[config.mk]
export PLATFORM = sky130hd
export DESIGN_NAME = div_ratio_ctrl
export DESIGN_NICKNAME = d
export VERILOG_FILES = /design/src/rtl/div_ratio_ctrl.sv
export SDC_FILE = /design/constraint.sdc
export NUM_CORES = 1
export LEC_CHECK = 0
export ABC_AREA = 1
export BUFFER_PORTS_ARGS = -buffer_cell sky130_fd_sc_hd__buf_2
export CORE_AREA = 8 8 55 92
export DETAILED_ROUTE_END_ITERATION = 10
export DIE_AREA = 0 0 63 100
export PLACE_DENSITY = 0.88
export SYNTH_ARGS = -nofsm -noshare
export SYNTH_HDL_FRONTEND = slang
export SYNTH_SLANG_ARGS = --single-unit
[constraint.sdc]
create_clock -name clk -period 3.2 [get_ports clk]
set_input_delay 0.32 -clock clk [delete_from_list [all_inputs] [get_ports clk]]
set_output_delay 0.32 -clock clk [all_outputs]
set_load 0.005 [all_outputs]
[src/rtl/div_ratio_ctrl.sv]
// Programmable clock divider: div_out has a period of active_ratio clk cycles.
// Ratio changes and stop requests take effect only at period boundaries, so div_out never produces a runt pulse.
module div_ratio_ctrl #(
  parameter int unsigned CNT_W     = 8,
  parameter int unsigned RST_RATIO = 3
) (
  input  logic             clk,
  input  logic             rst,
  input  logic             en,
  input  logic             cfg_valid,
  input  logic [CNT_W-1:0] cfg_ratio,
  output logic             cfg_ready,
  output logic             cfg_err,
  output logic             div_out,
  output logic             period_tick,
  output logic [CNT_W-1:0] active_ratio,
  output logic             busy
);

  localparam logic [1:0] ST_IDLE = 2'd0;
  localparam logic [1:0] ST_RUN  = 2'd1;
  localparam logic [1:0] ST_PEND = 2'd2;

  localparam logic [CNT_W-1:0] RST_R   = CNT_W'(RST_RATIO);
  localparam logic [CNT_W-1:0] CNT_ONE = CNT_W'(1);
  localparam logic [CNT_W-1:0] MIN_R   = CNT_W'(2);

  logic [1:0]       state;
  logic [CNT_W-1:0] cnt;
  logic [CNT_W-1:0] ratio_q;
  logic [CNT_W-1:0] pend_ratio;
  logic             err_q;

  logic             running;
  logic             boundary;
  logic             hs;
  logic             hs_bad;
  logic             hs_ok;
  logic [CNT_W-1:0] high_len;

  assign running  = (state == ST_RUN) || (state == ST_PEND);
  assign boundary = running && (cnt == ratio_q - CNT_ONE);
  assign hs       = cfg_valid && cfg_ready;
  assign hs_bad   = hs && (cfg_ratio < MIN_R);
  assign hs_ok    = hs && !hs_bad;

  // ceil(N/2) without widening: N - floor(N/2)
  assign high_len = ratio_q - (ratio_q >> 1);

  assign cfg_ready    = (state != ST_PEND);
  assign cfg_err      = err_q;
  assign div_out      = running && (cnt < high_len);
  assign period_tick  = running && (cnt == '0);
  assign active_ratio = ratio_q;
  assign busy         = (state == ST_PEND);

  always_ff @(posedge clk) begin
    if (rst) begin
      state      <= ST_IDLE;
      cnt        <= '0;
      ratio_q    <= RST_R;
      pend_ratio <= RST_R;
      err_q      <= 1'b0;
    end else begin
      err_q <= hs_bad;
      case (state)
        ST_IDLE: begin
          cnt <= '0;
          if (hs_ok) ratio_q <= cfg_ratio;
          if (en) state <= ST_RUN;
        end
        ST_RUN: begin
          cnt <= boundary ? '0 : cnt + CNT_ONE;
          // Stopping on the same boundary as a request: no period follows, so apply the ratio directly.
          if (boundary && !en) begin
            state <= ST_IDLE;
            if (hs_ok) ratio_q <= cfg_ratio;
          end else if (hs_ok) begin
            pend_ratio <= cfg_ratio;
            state      <= ST_PEND;
          end
        end
        ST_PEND: begin
          if (boundary) begin
            cnt     <= '0;
            ratio_q <= pend_ratio;
            state   <= en ? ST_RUN : ST_IDLE;
          end else begin
            cnt <= cnt + CNT_ONE;
          end
        end
        default: begin
          state <= ST_IDLE;
          cnt   <= '0;
        end
      endcase
    end
  end

endmodule

# Word level (Yosys, flattened, before mapping)
# Cells that the tools add are included.
# classes
bitwise,2
addsub,3
n_eq_ne,8
n_reduce_logical,18
mux,10
n_lt_le_gt_ge,2
# ops
operator,count
2-to-1 mux 8 bit,3
one-hot mux 8 bit (3 select lines),1
AND reduction 3 bit,3
adder 8 x 1 -> 8 bit (second input constant),1
== test 8 bit,1
logical NOT 8 bit,1
< comparator 8 x 2 -> 1 bit (second input constant),1
< comparator 8 bit,1
2-to-1 mux 2 bit,4
subtractor 8 x 1 -> 8 bit (second input constant),1
subtractor 8 x 7 -> 8 bit,1
logical AND 1 bit,7
one-hot mux 2 bit (3 select lines),1
inequality test 2 x 1 -> 1 bit (second input constant),2
inequality test 2 bit (second input constant),2
inequality test 3 x 2 -> 1 bit (second input constant),1
nonzero test 3 bit,1
OR reduction 3 bit,1
== test 2 x 1 -> 1 bit (second input constant),1
== test 2 bit (second input constant),1
logical NOT 1 bit,2
logical NOT 2 bit,1
inverter 1 bit,2
OR reduction 2 bit,1
other kinds (2),2
# totals
elab_cells,48
in_bits,12
out_inout_bits,13
regBits,27

# Longest topological paths before layout
# depth
depth_word,8
mapped_depth,16
mapped_depth_nobuf,15

# Worst setup path before layout
# No wires, ideal clock.
# synth_timing
path_kind,register to output
startpoint,register ratio_q[2] (netlist: active_ratio[2])
endpoint,output port div_out
path_stages_with_launch,11
slack_ns,0.650
n_path_buf,0
t_arrival_ns,2.230
t_required_ns,2.880
path_cell_list,dfxtp_1 inv_1 ha_1 o31ai_1 a21oi_1 o21ai_0 xor2_1 ha_1 a21oi_1 o21ai_0 a31oi_1
# synth_via
elab_chain_len,3
# synth_lines
item,line,source
start: declaration,30,logic [CNT_W-1:0] ratio_q;
start signal: assignment,69,if (hs_ok) ratio_q <= cfg_ratio;
start signal: assignment,77,if (hs_ok) ratio_q <= cfg_ratio;
start signal: assignment,86,ratio_q <= pend_ratio;
subtractor 8 x 7 -> 8 bit,48,assign high_len = ratio_q - (ratio_q >> 1);
< comparator 8 bit,52,assign div_out = running && (cnt < high_len);
logical AND 1 bit,52,
end: declaration,14,"output logic div_out,"
# No other way between the ends.

# Final worst setup path
# layout_timing
startpoint,register ratio_q[3] (netlist: active_ratio[3])
endpoint,output port div_out
# The elaborated chain is that of the path after synthesis.

==> run_results.csv <==
group,metric,value,unit
status,outcome,"completed",
cts,ctsResizeCount,0,
worst_hold_path,hold_class,"input port to flip-flop",
sta,finalMaxSlewViolations,0,
synthesis,synth_cell_types,30,
worst_setup_path,reg2reg_depth,11,
die,start_util,56.2,%
cts,cts_tree,"done",
detailed_routing,ant_nets,0,
final_layout,final_common_cell,"nand2_1",
grt,grt-ovfl-total,0,
grt,grt_pass1_wl,8210,um
synthesis,netlist_area,2130,sq um
detailed_routing,drtIter0Drc,44,
synthesis,syn_nets,359,
sta,slew_headroom,59.6,%
die,die_w,63,um
cts,cts_made_buffers,3,
worst_setup_path,cp_max_fo,5,
sta,worstMarginPinSlew,0.606,ns
sta,hold_viol_final,0,
die,core,3790,sq um
cts,clockBufferDepth,2,
worst_hold_path,hold_end,"pend_ratio[0]$_SDFFE_PP1P_",
sta,setup_slack,0.214,ns
cts,htree_num_levels,1,
power_and_ir_drop,ir_drop,531,uV
final_layout,nets,384,
detailed_routing,totalWireLength,4930,um
worst_setup_path,timing.rr.end,"pend_ratio[0]$_SDFFE_PP1P_",
grt,track_usage,15.6,%
final_layout,layout.cells.non_filler,390,
detailed_routing,via_per_inst,5.25,
detailed_routing,drtPass1Iterations,5,
power_and_ir_drop,power.density,867,nW/um^2
die,ios,25,
worst_setup_path,endpoint_kind,"primary output",
die,dieHeight,100,um
worst_setup_path,r2r_slack,0.99,ns
worst_setup_path,worstPathArrival,2.67,ns
place,placed_cells,386,
worst_hold_path,hold_depth,3,
cts,cts_setup_buffers,0,
final_layout,insertedDiodeCount,0,
detailed_routing,wl_per_cell,12.6,um
sta,max_freq,335,MHz
synthesis,yosys_warnings,0,
worst_setup_path,critPathRequiredTime,2.88,ns
place,hpwl,4000,um
flow_run,maxCapViolations,0,
worst_hold_path,hold_start,"cfg_ratio[0]",
grt,grt_pass1_vias,1963,
place,dp_worst_setup_slack,0.323,ns
die,dieArea,6300,sq um
grt,grt_max_degree,22,
cts,cts.sinks,27,
cts,path_clk_slew,0.09,ns
worst_setup_path,r2r_start,"state[0]$_SDFFE_PP0P_",
detailed_routing,num_vias,2047,
synthesis,synthesis.area_per_instance,6.70,sq um
sta,final.setup.tns,0,ns
detailed_routing,drc,0,
sta,fin_crit,2.99,ns
synthesis,ys_top_cells_by_area,"dfxtp_1, nand2_1, ha_1, inv_1, nor2_1",
cts,clk-insertion-delay-late,0.27,ns
worst_setup_path,startpoint_type,"flip-flop",
final_layout,final_layout_size_suffix_gt1_share,14.3,%
power_and_ir_drop,power_leakage,1.17,nW
synthesis,yosysSeqAreaShare,25.4,%
synthesis,syn_inst,318,
final_layout,final_cell_mix,"nand2_1, inv_1, nor2_1",
final_layout,area_growth,10.3,%
synthesis,synth_top_area_share,25.4,%
worst_setup_path,crit_type,"flip-flop to primary output",
sta,post-route-period-util,93.3,%
grt,antenna_found_initial,0,
sta,rsz0062_at_grt,"no",
cts,cts_root_buffer,"clkbuf_8",
synthesis,ys_ff_latch,27,
place,portBuffers,24,
sta,finClkSkew,0.00303,ns
synthesis,yosysTopAreaCell,"dfxtp_1",
cts,hold_buffers,0,
die,rows,30,
place,place.gp.congestion,0.889,
sta,finalSetupViolCount,0,
how the worst max path moves through the flow:
stage	cells after the start	end	from	slack [ns]
detailed placement	11	div_out	active_ratio[2]$_SDFFE_PP0P_	0.32
finish	13	div_out	active_ratio[3]$_SDFFE_PP0P_	0.21
global placement	11	div_out	active_ratio[2]$_SDFFE_PP0P_	0.43
floorplan	10	div_out	active_ratio[2]$_SDFFE_PP0P_	0.65
global route	13	div_out	active_ratio[0]$_SDFFE_PP1P_	0.02
CTS	11	div_out	active_ratio[2]$_SDFFE_PP0P_	0.01
where the power goes:
part           internal [mW]  switching (mW)  leakage, nW
logic                  0.529           0.819        0.928
registers              0.414          0.0819        0.221
clock network         0.0892           0.104       0.0228
layout make-up:
cell class                      count  area [sq um]
Clock buffer                        4          45.0
Fill cell                         367          1440
Inverter                           44           165
Multi-Input combinational cell    243          1410
Sequential cell                    27           546
Tap cell                           48          60.1
Timing Repair Buffer               24           120
cells by family after synthesis:
kind of cell	share of synthesized area, %
AO/OA/AOI/OAI	8.87
flip-flops	25.4
adder cells (fa/ha/maj)	17.4
XOR/XNOR	4.05
buffers and inverters	9.34
AND/OR/NAND/NOR	35.0
cells in the mapped netlist:
cell / count
nand4_1: 6
inv_1: 42
o21ai_0: 12
clkbuf_1: 1
nand3b_1: 2
o31ai_1: 1
clkbuf_8: 1
buf_6: 1
ha_1: 28
fa_1: 1
nor3b_1: 1
nand3_1: 19
nand3_4: 1
xor2_2: 1
buf_2: 1
nand2_1: 96
a21oi_1: 20
or2_2: 1
inv_2: 2
nor2_1: 29
dfxtp_1: 27
nand2_2: 2
nand3_2: 3
nor3_1: 6
nor2_2: 2
nand2_4: 1
xor2_1: 8
a211oi_1: 1
a31oi_1: 1
o211ai_1: 1
worst max-delay path: stages (launching register included):
cell and delay (ns):
dfxtp_2 0.36, inv_1 0.11, ha_2 0.40, inv_1 0.08
a21oi_2 0.16, o31ai_4 0.10, a21oi_1 0.13, o21ai_0 0.12
xor2_1 0.16, ha_1 0.30, a21oi_1 0.11, o21ai_0 0.09
a31oi_1 0.13, buf_2 0.13
per-layer routing:
layer  vias up  global-route usage [%]  share of wire, %
met5         -                       0                 0
met4         0                    9.19               4.3
li1       1058                       -                 -
met1       932                    13.5                38
met2        40                    31.6                55
met3        17                    2.79               3.1
flip-flops by register name, summed over array words and instances (netlist names):
signal and flops:
cnt 8, state 2, cfg_err 1, pend_ratio 8, active_ratio 8
per-stage QoR:
| stage | hold slack (ns) | cell area [sq um] | utilization, % | power (mW) |
|---|---|---|---|---|
| final | 0.262 | 2350 | 61.9 | 2.04 |
| after global routing | 0.259 | 2350 | 61.9 | 2.26 |
| after CTS | 0.261 | 2320 | 61.2 | 1.99 |
| after detailed placement | 0.456 | 2280 | 60.0 | 1.79 |
| after global placement | 0.453 | 2280 | 60.0 | 1.75 |
| after floorplan | 0.389 | 2130 | - | 1.48 |
No activity file was read; power rests on OpenSTA's default activity.
